**config.mk**
```make
export PLATFORM = sky130hd
export DESIGN_NAME = ps2_key_sender
export DESIGN_NICKNAME = d
export VERILOG_FILES = /design/src/rtl/ps2_pkg.sv /design/src/rtl/ps2_frame_tx.sv /design/src/rtl/ps2_key_sender.sv
export SDC_FILE = /design/constraint.sdc
export NUM_CORES = 1
export LEC_CHECK = 0
export BUFFER_PORTS_ARGS = -buffer_cell sky130_fd_sc_hd__clkbuf_2
export CORE_MARGIN = 2
export CORE_UTILIZATION = 60
export CTS_BUF_LIST = sky130_fd_sc_hd__clkbuf_8
export CTS_CLUSTER_SIZE = 40
export DETAILED_ROUTE_END_ITERATION = 8
export PLACE_DENSITY_LB_ADDON = 0.1
export SLEW_MARGIN = 20
export SYNTH_ARGS = -nofsm -noshare
export SYNTH_HDL_FRONTEND = slang
export SYNTH_SLANG_ARGS = --single-unit
export TNS_END_PERCENT = 1
```
**constraint.sdc**
```tcl
create_clock -name clk -period 4.7 [get_ports clk]
set_input_delay 0.705 -clock clk [delete_from_list [all_inputs] [get_ports clk]]
set_output_delay 0.705 -clock clk [all_outputs]
set_load 0.03 [all_outputs]
```
**src/rtl/ps2_pkg.sv**
```systemverilog
// Shared constants, state encodings and the parity helper for the PS/2 key sender.
// PS2_SENDER_EXT_EN adds the E0-prefix state for extended keys.
package ps2_pkg;

    localparam logic [7:0] PS2_BREAK_CODE = 8'hF0;
    localparam logic [7:0] PS2_EXT_CODE   = 8'hE0;
    localparam int         PS2_FRAME_BITS = 11;

`ifdef PS2_SENDER_EXT_EN
    typedef enum logic [1:0] {
        KS_IDLE       = 2'd0,
        KS_PREFIX_EXT = 2'd1,
        KS_PREFIX_BRK = 2'd2,
        KS_CODE       = 2'd3
    } key_state_t;
`else
    typedef enum logic [1:0] {
        KS_IDLE       = 2'd0,
        KS_PREFIX_BRK = 2'd2,
        KS_CODE       = 2'd3
    } key_state_t;
`endif

    typedef enum logic [1:0] {
        SER_IDLE   = 2'd0,
        SER_BIT_HI = 2'd1,
        SER_BIT_LO = 2'd2,
        SER_GAP    = 2'd3
    } ser_state_t;

    function automatic logic odd_parity(input logic [7:0] b);
        return ~^b;
    endfunction

endpackage

```
**src/rtl/ps2_frame_tx.sv**
```systemverilog
// Serialises one byte as an 11-bit PS/2 device frame followed by an idle gap.
// A start in the last gap cycle chains the next frame with no extra idle cycle.
module ps2_frame_tx
    import ps2_pkg::*;
#(
    parameter int CLK_DIV    = 50,
    parameter int GAP_CYCLES = 200
) (
    input  logic       clk,
    input  logic       rest,
    input  logic       start,
    input  logic [7:0] data,
    output logic       done,
    output logic       ps2_clk,
    output logic       ps2_dat,
    output ser_state_t state
);

    localparam int DIV_W = $clog2(CLK_DIV);
    localparam int GAP_W = $clog2(GAP_CYCLES + 1);
    localparam logic [DIV_W-1:0] DIV_LAST = DIV_W'(CLK_DIV - 1);
    localparam logic [GAP_W-1:0] GAP_LAST = GAP_W'(GAP_CYCLES - 1);
    localparam logic [3:0]       BIT_LAST = 4'(PS2_FRAME_BITS - 1);

    ser_state_t       state_n;
    logic [DIV_W-1:0] div_cnt, div_cnt_n;
    logic [3:0]       bit_idx, bit_idx_n;
    logic [GAP_W-1:0] gap_cnt, gap_cnt_n;
    logic [10:0]      frame, frame_n;
    logic             load;

    always_ff @(posedge clk) begin
        if (rest) begin
            state   <= SER_IDLE;
            div_cnt <= '0;
            bit_idx <= '0;
            gap_cnt <= '0;
            frame   <= '1;
        end else begin
            state   <= state_n;
            div_cnt <= div_cnt_n;
            bit_idx <= bit_idx_n;
            gap_cnt <= gap_cnt_n;
            frame   <= frame_n;
        end
    end

    always_comb begin
        state_n   = state;
        div_cnt_n = div_cnt;
        bit_idx_n = bit_idx;
        gap_cnt_n = gap_cnt;
        frame_n   = frame;
        done      = 1'b0;
        load      = 1'b0;
        case (state)
            SER_IDLE: load = start;
            SER_BIT_HI: begin
                if (div_cnt == DIV_LAST) begin
                    div_cnt_n = '0;
                    state_n   = SER_BIT_LO;
                end else begin
                    div_cnt_n = div_cnt + 1'b1;
                end
            end
            SER_BIT_LO: begin
                if (div_cnt == DIV_LAST) begin
                    div_cnt_n = '0;
                    if (bit_idx == BIT_LAST) begin
                        gap_cnt_n = '0;
                        state_n   = SER_GAP;
                    end else begin
                        bit_idx_n = bit_idx + 1'b1;
                        state_n   = SER_BIT_HI;
                    end
                end else begin
                    div_cnt_n = div_cnt + 1'b1;
                end
            end
            SER_GAP: begin
                if (gap_cnt == GAP_LAST) begin
                    done    = 1'b1;
                    state_n = SER_IDLE;
                    load    = start;
                end else begin
                    gap_cnt_n = gap_cnt + 1'b1;
                end
            end
            default: state_n = SER_IDLE;
        endcase
        // Frame bit 0 is the start bit; the index walks upward, so data goes out LSB first.
        if (load) begin
            state_n   = SER_BIT_HI;
            div_cnt_n = '0;
            bit_idx_n = '0;
            frame_n   = {1'b1, odd_parity(data), data, 1'b0};
        end
    end

    assign ps2_clk = (state != SER_BIT_LO);
    assign ps2_dat = (state == SER_BIT_HI || state == SER_BIT_LO) ? frame[bit_idx] : 1'b1;

endmodule

```
**src/rtl/ps2_key_sender.sv**
```systemverilog
// Key-event sequencer: emits [E0] [F0] code frames through ps2_frame_tx.
// The E0 prefix and key_ext port exist only when PS2_SENDER_EXT_EN is defined.
module ps2_key_sender
    import ps2_pkg::*;
#(
    parameter int CLK_DIV    = 50,
    parameter int GAP_CYCLES = 200
) (
    input  logic       clk,
    input  logic       rest,
    input  logic       key_valid,
    input  logic [7:0] key_code,
    input  logic       key_release,
`ifdef PS2_SENDER_EXT_EN
    input  logic       key_ext,
`endif
    output logic       key_ready,
    output logic       busy,
    output logic       ps2_clk,
    output logic       ps2_dat
);

    // Handshake: an event is taken on any rising edge where key_valid && key_ready;
    // key_valid while key_ready is low is dropped, never queued.
    key_state_t state, state_n;
    ser_state_t ser_state;
    logic [7:0] code_q;
    logic       accept;
    logic       ser_start;
    logic       ser_done;
    logic [7:0] ser_byte;
`ifdef PS2_SENDER_EXT_EN
    logic       release_q;
`endif

    always_ff @(posedge clk) begin
        if (rest) begin
            state     <= KS_IDLE;
            code_q    <= '0;
`ifdef PS2_SENDER_EXT_EN
            release_q <= 1'b0;
`endif
        end else begin
            state <= state_n;
            if (accept) begin
                code_q    <= key_code;
`ifdef PS2_SENDER_EXT_EN
                release_q <= key_release;
`endif
            end
        end
    end

    assign accept = key_valid && (state == KS_IDLE);

    always_comb begin
        state_n = state;
        case (state)
            KS_IDLE: begin
                if (accept) begin
`ifdef PS2_SENDER_EXT_EN
                    if (key_ext)          state_n = KS_PREFIX_EXT;
                    else if (key_release) state_n = KS_PREFIX_BRK;
                    else                  state_n = KS_CODE;
`else
                    state_n = key_release ? KS_PREFIX_BRK : KS_CODE;
`endif
                end
            end
`ifdef PS2_SENDER_EXT_EN
            KS_PREFIX_EXT: if (ser_done) state_n = release_q ? KS_PREFIX_BRK : KS_CODE;
`endif
            KS_PREFIX_BRK: if (ser_done) state_n = KS_CODE;
            KS_CODE:       if (ser_done) state_n = KS_IDLE;
            default:       state_n = KS_IDLE;
        endcase
    end

    // The byte follows the state being entered so the next frame launches in the
    // same cycle the previous one reports done, keeping frames back to back.
    always_comb begin
        case (state_n)
`ifdef PS2_SENDER_EXT_EN
            KS_PREFIX_EXT: ser_byte = PS2_EXT_CODE;
`endif
            KS_PREFIX_BRK: ser_byte = PS2_BREAK_CODE;
            default:       ser_byte = code_q;
        endcase
    end

    assign ser_start = (state != KS_IDLE) && (state_n != KS_IDLE) &&
                       ((ser_state == SER_IDLE) || ser_done);

    ps2_frame_tx #(
        .CLK_DIV    (CLK_DIV),
        .GAP_CYCLES (GAP_CYCLES)
    ) u_frame_tx (
        .clk     (clk),
        .rest    (rest),
        .start   (ser_start),
        .data    (ser_byte),
        .done    (ser_done),
        .ps2_clk (ps2_clk),
        .ps2_dat (ps2_dat),
        .state   (ser_state)
    );

    assign key_ready = (state == KS_IDLE);
    assign busy      = ~key_ready;

endmodule

```
==> impl_metrics.csv, run 1 <==
group,metric,value,unit
global_routing,grt_pass1_wl,7824,µm
final_layout,finalNonFillerCells,301,
timing,maxSlewHeadroom,0.3667,
route,drcViolationCount,0,
critical_path,crit-reg2reg-launch,"u_frame_tx.state[0]",
clocking,clk_pin_slew,0.07,ns
timing,period_share,0.5366,
route,drtPass1Iterations,4,
critical_path,required,3.99,ns
power_and_ir_drop,p_int,0.6241,mW
critical_path,crit_family,"multiplexers",
critical_path,path_depth,4,
synth,ys_seq_area_frac,0.3796,
critical_path,startpoint,"u_frame_tx.bit_idx[0]",
timing,hold_viol,0,
synth,syn_nets,263,
synth,synth_edf_count,0,
floorplanning,ios,16,
timing,worst_hold_slack,0.4594,ns
final_layout,n_antenna_cell,0,
timing,fin_skew,0.004592,ns
critical_path,critPathCapture,"ps2_dat",
timing,max_freq,396.5,MHz
critical_path,crit_path_cell_trace,"mux4_2 -> mux2i_1 -> o211ai_1 -> clkbuf_2",
critical_path,slowest_stage,"mux4_2",
global_routing,antenna_found_initial,0,
clocking,hold_buffers,0,
synth,synthFlopType,"dfxtp_1",
placement,dp_cells,294,
power_and_ir_drop,power.share.clock,0.258,
critical_path,endpoint_kind,"output port",
floorplanning,die_y,63.30,µm
clocking,post_cts_buffers,0,
clocking,h-tree-depth,2,
critical_path,cpPeakStageDelay,0.55,ns
job,maxCapViolCount,0,
clocking,cts_tree,"yes",
synth,avgSynthCellArea,8.717,µm²
synth,netlist_instances,242,
floorplanning,fp-row-count,21,
route,first_iter_violations,214,
timing,setup_tns,0,ns
route,vias_per_cell,5.884,
placement,dp_hpwl,2980,µm
placement,port-buffer-count,15,
critical_path,r2r_setup_slack,2.21,ns
power_and_ir_drop,seq_power_share,0.427,
critical_path,crit_fanout,7,
clocking,max-clock-path-buffers,2,
power_and_ir_drop,vdd_ir_drop_max,0.2269,mV
final_layout,area_delta_synth_final,9.016,%
clocking,postCtsResizedCells,0,
clocking,clk_latency,0.30,ns
global_routing,grt_pass1_vias,1652,
placement,place.gp.congestion,0.7827,
global_routing,grt_overflow_total,0,
route,num_vias,1771,
route,wl,4228,µm
synth,synth_seq_cells,40,
timing,tightest_slew,0.9372,ns
final_layout,final_nets,276,
synth,async_flop_share,0,
final_layout,fillers,319,
floorplanning,initial_utilization,0.6272,
critical_path,reg2reg_depth,5,
clocking,cts_root_buf,"clkbuf_8",
global_routing,grt_max_degree,21,
floorplanning,fp.dieW,63.30,µm
worst_hold_path,hp-class,"reg -> reg",
synth,syn-cell-area,2110,µm²
critical_path,reg2reg_to,"u_frame_tx.gap_cnt[6]",
power_and_ir_drop,p_per_area,418.5,nW/µm²
timing,fin_crit,2.522,ns
final_layout,final_util,0.6838,
power_and_ir_drop,switching_share,0.3516,
floorplanning,dieArea,4006,µm²
clocking,cts_sinks,40,
route,routedWlPerCell,14.05,µm
timing,final-max-slew-violation-count,0,
power_and_ir_drop,comb_power_share,0.315,
timing,grt_setup_unrepaired,"false",
final_layout,drive_gt1_frac,0.1255,
synth,yosys_warnings,0,
critical_path,path_class,"reg -> out",
route,ant_nets,0,
floorplanning,coreArea,3363,µm²
critical_path,timing.critical_path.buf_inv,1,
critical_path,cp.arrival,1.82,ns
synth,synth_cell_types,51,
outcome,status,"complete, no violations",
power_and_ir_drop,p_leak,0.8095,nW
critical_path,setup.worst_path.start_class,"register",
global_routing,grt_usage,0.2467,
power_and_ir_drop,p_sw,0.3383,mW
timing,final-setup-viol-count,0,
clocking,cts_buffers,5,
==> sequential cells by signal, summed over array words and instances, names as in the netlist <==
signal	count
u_frame_tx.frame	10
u_frame_tx.bit_idx	4
state	2
u_frame_tx.gap_cnt	8
u_frame_tx.state	2
code_q	8
u_frame_tx.div_cnt	6
==> power groups by stage <==
stage	Combinational [mW]	Clock, mW	Sequential (mW)
floorplan	0.244	0	0.409
global placement	0.293	0	0.416
detailed placement	0.299	0	0.419
CTS	0.303	0.255	0.410
global route	0.338	0.266	0.416
finish	0.303	0.249	0.411
==> synth_stat cells (3+ instances only) <==
cell type  number  area share
or3_1           4       0.012
dfxtp_1        40        0.38
nand3b_1        3       0.011
mux2i_1         5       0.024
nand2b_1        3      0.0089
nand4_1         3      0.0089
ha_1            9       0.053
inv_1          13       0.023
a31oi_1         4       0.012
buf_2           4      0.0095
a221o_1         4       0.019
o21ai_1         5       0.012
o21ai_0         4      0.0095
or4_1           5       0.018
nand3_1         5       0.012
and4_1          3       0.012
nor2_1         12       0.021
a21oi_1        28       0.066
xnor2_1         9       0.037
o31ai_1         6       0.021
nand2_1        24       0.043
xor2_1          3       0.012
clkbuf_1        5      0.0089
nor3_1          8       0.019
==> routing by layer <==
| layer | global-route usage | wire length (µm) | vias to the layer above |
|---|---|---|---|
| met3 | 0.06429 | 207 | 8 |
| met2 | 0.3710 | 1837 | 44 |
| met1 | 0.3375 | 2092 | 803 |
| li1 | - | - | 916 |
| met5 | 0 | 0 | - |
| met4 | 0.1005 | 91 | 0 |
==> area by class of cell <==
cell class | instances | area [µm²] | area share
multi-input cells | 180 | 1221 | 0.5310
flip-flops and latches | 40 | 800.8 | 0.3482
clock buffers | 7 | 96.34 | 0.04189
repair buffers | 15 | 75.07 | 0.03264
well taps | 46 | 57.56 | 0.02503
inverters | 13 | 48.80 | 0.02122
==> metrics by stage <==
stage | cell area [µm²] | worst slack (ns) | total power, mW
6_report | 2300 | 2.178 | 0.9624
5_1_grt | 2300 | 2.048 | 1.020
4_1_cts | 2300 | 2.170 | 0.9679
3_5_place_dp | 2203 | 2.239 | 0.7173
3_3_place_gp | 2203 | 2.320 | 0.7090
2_1_floorplan | 2110 | 2.612 | 0.6525
==> kinds of logic after synthesis <==
kind of cell | Yosys count | synth area share
buffers and inverters | 22 | 0.04152
muxes | 7 | 0.04508
and+or+nand+nor | 88 | 0.2396
xor gates and xnor gates | 12 | 0.04983
AOI/OAI and AO/OA | 64 | 0.1910
adders and majority gates | 9 | 0.05338
DFF | 40 | 0.3796
==> how the worst min path moves through the flow <==
stage	startpoint	to	slack (ns)	depth (start not counted)
floorplan	u_frame_tx.frame[0]	u_frame_tx.frame[0]	0.42	1
global placement	u_frame_tx.frame[0]	u_frame_tx.frame[0]	0.43	1
detailed placement	u_frame_tx.frame[0]	u_frame_tx.frame[0]	0.44	1
CTS	u_frame_tx.frame[0]	u_frame_tx.frame[0]	0.46	1
global route	u_frame_tx.frame[0]	u_frame_tx.frame[0]	0.49	1
finish	u_frame_tx.frame[0]	u_frame_tx.frame[0]	0.46	1
==> placed cells by master, fill, tap and decap left out, drive strengths merged, types with 4 or more instances in the layout <==
cell	count
a21oi	28
a221o	4
a31oi	4
clkbuf	22
dfxtp	40
ha	9
inv	13
mux2i	5
nand2	25
nand3	5
nor2	13
nor3	8
o21ai	9
o31ai	6
or3	4
or4	6
xnor2	9
(Power assumes the default switching activity.)
==> run 2, diff against run 1 <==
- clock period: 4.7 -> 2.42 ns (I/O delays scaled with it)
==> impl_metrics.csv, run 2 (synthesis gave the netlist of run 1 again) <==
group,metric,value,unit
route,vias_per_cell,5.818,
route,dr_wl_met2,2013,µm
timing,hold_viol,0,
worst_hold_path,hp-start,"key_code[1]",
worst_hold_path,whs_endpoint,"code_q[1]",
clocking,cts_sinks,40,
route,ant_nets,0,
critical_path,endpoint_kind,"register",
clocking,cts_tree,"yes",
critical_path,path_class,"reg -> reg",
floorplanning,fp.dieW,63.30,µm
final_layout,finalNonFillerCells,308,
final_layout,final_nets,283,
timing,max_freq,449.9,MHz
floorplanning,fp-row-count,21,
clocking,cts_buffers,5,
critical_path,crit_path_cell_trace,"ha_1 -> or4b_1 -> nor4_4 -> nor2_2 -> a221o_1",
power_and_ir_drop,vdd_ir_drop_max,0.4212,mV
global_routing,grt_max_degree,21,
critical_path,cp.arrival,2.40,ns
floorplanning,initial_utilization,0.6272,
critical_path,reg2reg_depth,5,
floorplanning,coreArea,3363,µm²
critical_path,crit_fanout,7,
route,drtPass1Iterations,5,
clocking,h-tree-depth,2,
placement,port-buffer-count,15,
clocking,post_cts_buffers,0,
route,routedWlPerCell,14.21,µm
route,top_layer,"met4",
timing,fin_skew,0.004919,ns
final_layout,regMostFlops,"u_frame_tx.frame",
clocking,hold_buffers,0,
final_layout,final_area,2385,µm²
route,wl,4377,µm
floorplanning,dieArea,4006,µm²
final_layout,layout_common_cells,"dfxtp_1, a21oi_1, nand2_1",
timing,final-setup-viol-count,0,
final_layout,drive_gt1_frac,0.1489,
critical_path,timing.critical_path.buf_inv,0,
route,wl_met3,141,µm
critical_path,reg2reg_to,"u_frame_tx.frame[1]",
worst_hold_path,hp-class,"in -> reg",
route,first_iter_violations,127,
placement,place.gp.congestion,0.8260,
route,wl_met1,2176,µm
route,num_vias,1792,
placement,dp_hpwl,3085,µm
timing,period_share,0.9185,
final_layout,largest_reg_flops,10,
critical_path,required,2.60,ns
critical_path,setup.worst_path.start_class,"register",
clocking,cts_root_buf,"clkbuf_8",
critical_path,slowest_stage,"or4b_1",
power_and_ir_drop,p_leak,0.8573,nW
global_routing,grt_pass1_wl,7741,µm
clocking,max-clock-path-buffers,2,
final_layout,n_antenna_cell,0,
timing,fin_crit,2.223,ns
timing,tightest_slew,0.4897,ns
timing,grt_setup_unrepaired,"false",
placement,dp_cells,301,
timing,worst_hold_slack,0.2794,ns
worst_hold_path,holdPathStages,3,
timing,final-max-slew-violation-count,0,
clocking,postCtsResizedCells,0,
route,drcViolationCount,0,
outcome,status,"complete, no violations",
critical_path,crit-reg2reg-launch,"u_frame_tx.state[0]",
final_layout,reg_top3,"u_frame_tx.frame x10, code_q x8, u_frame_tx.gap_cnt x8",
floorplanning,ios,16,
global_routing,grt_overflow_total,0,
critical_path,r2r_setup_slack,0.20,ns
placement,place_area,2256,µm²
floorplanning,die_y,63.30,µm
global_routing,antenna_found_initial,0,
final_layout,final_common_cell,"dfxtp_1",
final_layout,fillers,294,
clocking,clk_pin_slew,0.08,ns
timing,setup_tns,0,ns
job,maxCapViolCount,0,
final_layout,area_delta_synth_final,13.05,%
critical_path,cpPeakStageDelay,0.59,ns
power_and_ir_drop,p_per_area,869.9,nW/µm²
global_routing,grt_usage,0.2450,
timing,maxSlewHeadroom,0.6689,
global_routing,grt_pass1_vias,1645,
clocking,clk_latency,0.29,ns
critical_path,crit_family,"simple AND/OR/NAND/NOR gates",
==> run 2: cell types whose count changed in the layout (fill, tap and decap cells not counted), sizes merged <==
| cell | before | now |
|---|---|---|
| bufinv | 0 | 2 |
| clkbuf | 22 | 20 |
| buf | 0 | 7 |
==> run 2: cell type report <==
type | instances | area, µm² | area share
Clock buffer | 5 | 68.82 | 0.02886
Clock inverter | 2 | 60.06 | 0.02518
Inverter | 13 | 48.80 | 0.02046
Multi-Input combinational cell | 180 | 1221 | 0.5121
Sequential cell | 40 | 800.8 | 0.3358
Tap cell | 46 | 57.56 | 0.02413
Timing Repair Buffer | 22 | 127.6 | 0.05351
==> run 2: worst max path at each step <==
| stage | from | endpoint | depth (start not counted) |
|---|---|---|---|
| final | u_frame_tx.state[0] | u_frame_tx.frame[1] | 5 |
| after global routing | u_frame_tx.state[0] | u_frame_tx.frame[1] | 5 |
| after CTS | u_frame_tx.state[0] | u_frame_tx.frame[1] | 5 |
| after detailed placement | u_frame_tx.state[0] | u_frame_tx.frame[1] | 5 |
| after global placement | u_frame_tx.state[0] | u_frame_tx.frame[3] | 5 |
| after floorplan | u_frame_tx.state[0] | u_frame_tx.frame[1] | 6 |
==> run 2: per-stage QoR <==
stage	setup WS [ns]	utilization	power (mW)
after floorplan	0.3322	-	1.267
after global routing	0.01795	0.7091	2.193
after CTS	0.1894	0.7091	2.080
after global placement	0.2627	0.6708	1.420
final	0.1973	0.7091	2.075
after detailed placement	0.2089	0.6708	1.438
==> run 2: metal layers <==
| metal | global-route usage | vias to the layer above |
|---|---|---|
| li1 | - | 931 |
| met1 | 0.3367 | 821 |
| met2 | 0.3737 | 36 |
| met3 | 0.05536 | 4 |
| met4 | 0.09783 | 0 |
| met5 | 0 | - |
==> run 2: worst register-to-register path, delay by kind of cell, from the launching register on <==
| family | cells | cell delay, ns |
|---|---|---|
| AND/OR/NAND/NOR | 3 | 1.13 |
| flip-flops | 1 | 0.39 |
| AO/OA/AOI/OAI | 1 | 0.38 |
| adder cells (fa/ha/maj) | 1 | 0.20 |
==> run 2: report_power, final <==
part	switching [mW]	internal, mW	leakage [nW]	total [mW]
combinational	0.380	0.261	0.467	0.641
clock	0.229	0.406	0.0642	0.635
sequential	0.0653	0.733	0.326	0.798
==> run 3, diff against run 2 <==
- SYNTH_HIERARCHICAL: unset -> 1
==> impl_metrics.csv, run 3 <==
group,metric,value,unit
outcome,status,"complete, no violations",
clocking,hold_buffers,0,
critical_path,crit_path_cell_trace,"mux4_2 -> mux2i_1 -> o211ai_1 -> clkbuf_2",
final_layout,largest_reg_flops,10,
final_layout,area_delta_synth_final,11.04,%
route,routedWlPerCell,14.09,µm
synth,syn_nets,289,
clocking,postCtsResizedCells,0,
clocking,max-clock-path-buffers,2,
synth,synthFlopType,"dfxtp_1",
global_routing,grt_pass1_vias,1835,
timing,tightest_slew,0.5865,ns
clocking,cts_buffers,5,
clocking,cts_root_buf,"clkbuf_8",
critical_path,endpoint_kind,"output port",
floorplanning,fp.dieW,67.00,µm
route,vias_per_cell,5.994,
worst_hold_path,hp-class,"in -> reg",
floorplanning,ios,16,
synth,avgSynthCellArea,8.884,µm²
power_and_ir_drop,switching_share,0.3381,
synth,async_flop_share,0,
floorplanning,die_y,67.00,µm
synth,netlist_instances,268,
critical_path,slowest_stage,"mux4_2",
floorplanning,fp-row-count,22,
critical_path,cp.arrival,1.80,ns
synth,syn-cell-area,2381,µm²
final_layout,fillers,328,
synth,synth_commonest_cells,"dfxtp_1, nand2b_1, nand3_1",
timing,final-max-slew-violation-count,0,
synth,ys_seq_area_frac,0.3363,
placement,port-buffer-count,15,
clocking,clk_pin_slew,0.08,ns
power_and_ir_drop,seq_power_share,0.384,
synth,yosysTopAreaCell,"dfxtp_1",
clocking,clk_latency,0.29,ns
timing,hold_viol,0,
placement,place.gp.congestion,0.7962,
route,num_vias,1996,
timing,worst_hold_slack,0.3149,ns
global_routing,grt_usage,0.2408,
power_and_ir_drop,power.share.clock,0.284,
route,drcViolationCount,0,
route,first_iter_violations,138,
clocking,h-tree-depth,2,
final_layout,final_common_cell,"dfxtp_1",
route,wl,4693,µm
final_layout,n_antenna_cell,0,
final_layout,multi_input_area,1484,µm²
timing,max_freq,462.1,MHz
floorplanning,coreArea,3744,µm²
power_and_ir_drop,p_per_area,795.6,nW/µm²
clocking,cts_sinks,40,
power_and_ir_drop,vdd_ir_drop_max,0.5363,mV
global_routing,grt_pass1_wl,8176,µm
placement,dp_hpwl,3431,µm
synth,synth.most_common_cell,"dfxtp_1",
synth,synth_seq_cells,40,
timing,final-setup-viol-count,0,
final_layout,layout_common_cells,"dfxtp_1, nand2b_1, nand3_1",
power_and_ir_drop,p_leak,1.050,nW
global_routing,grt_max_degree,26,
power_and_ir_drop,comb_power_share,0.332,
global_routing,antenna_found_initial,0,
synth,synth.top_cell.area_share,0.3363,
critical_path,cpPeakStageDelay,0.55,ns
critical_path,required,2.06,ns
power_and_ir_drop,total_power,2.103,mW
job,maxCapViolCount,0,
synth,synth_edf_count,0,
power_and_ir_drop,p_sw,0.7111,mW
critical_path,crit_fanout,8,
placement,place_area,2517,µm²
floorplanning,initial_utilization,0.6360,
timing,fin_skew,0.009958,ns
route,drtPass1Iterations,4,
floorplanning,dieArea,4488,µm²
clocking,cts_tree,"yes",
timing,maxSlewHeadroom,0.6037,
global_routing,grt_overflow_total,0,
final_layout,finalNonFillerCells,333,
timing,grt_setup_unrepaired,"false",
power_and_ir_drop,p_int,1.392,mW
timing,period_share,0.8942,
critical_path,path_class,"reg -> out",
synth,yosys-top-cells-area,"dfxtp_1, nand2b_1, mux2i_1",
clocking,post_cts_buffers,0,
final_layout,drive_gt1_frac,0.1474,
final_layout,final_nets,305,
final_layout,final_area,2644,µm²
synth,synth_cell_types,54,
timing,setup_tns,0,ns
final_layout,reg_top3,"u_frame_tx/frame x10, code_q x8, u_frame_tx/gap_cnt x8",
critical_path,setup.worst_path.start_class,"register",
route,ant_nets,0,
final_layout,regArea,800.8,µm²
placement,dp_cells,325,
timing,fin_crit,2.164,ns
final_layout,regMostFlops,"u_frame_tx/frame",
synth,yosys_warnings,6,
[run 3: cell count changes after synthesis, sizes merged, moves of 4 or more]
cell / change
a21oi: -19
mux2i: +8
nor3: -6
or4: -4
inv: -6
nand2b: +23
o21ai: +5
a221o: -4
and3: +5
nand3: +17
nand2: -13
[run 3: critical path, delay by kind of cell, from the launching register on]
kind	cells	cell delay, ns
buf+inv	1	0.21
flops	1	0.51
compound gates	1	0.09
mux	2	0.69
[run 3: area by class of cell]
cell class                 instances  area share
multi-input combinational        205      0.5613
sequential                        40      0.3029
timing repair buffer              24     0.05395
clock buffer                       7     0.03644
tap                               48     0.02272
clock inverter                     1     0.01136
inverter                           8     0.01136
[run 3: metal layers]
metal | vias up | track usage | share of wire
met2 | 34 | 0.4200 | 0.49
met5 | - | 0 | 0
met3 | 5 | 0.05574 | 0.026
met1 | 951 | 0.2938 | 0.47
met4 | 0 | 0.06888 | 0.013
li1 | 1006 | - | -
[run 3: cell families after synthesis]
group,count (synthesis),synth area share
simple gates,116,0.3074
compound gates,52,0.1471
flops,40,0.3363
buf+inv,23,0.04046
mux,15,0.07356
xor+xnor,13,0.04782
fa+ha+maj,9,0.04729
[run 3: worst paths after layout]
| check | depth (start not counted) | slack (ns) | start | endpoint |
|---|---|---|---|---|
| min | 3 | 0.31 | key_code[6] | code_q[6] |
| max reg2reg | 9 | 0.26 | u_frame_tx/gap_cnt[0] | u_frame_tx/frame[9] |
| min reg2reg | 1 | 0.47 | u_frame_tx/frame[0] | u_frame_tx/frame[0] |
| max | 4 | 0.26 | u_frame_tx/bit_idx[0] | ps2_dat |
[run 3: power groups by stage]
stage                     sequential (mW)  clock, mW  combinational (mW)
after floorplan                     0.803          0               0.552
after global placement              0.818          0               0.680
after detailed placement            0.822          0               0.694
after CTS                           0.808      0.612               0.698
after global routing                0.819      0.628               0.783
final                               0.808      0.597               0.698
[run 3: through the flow]
step	utilization	setup slack (ns)
after global placement	0.6725	0.3186
after global routing	0.7062	0.08155
after floorplan	-	0.1576
after CTS	0.7062	0.2180
after detailed placement	0.6725	0.2882
final	0.7062	0.2561
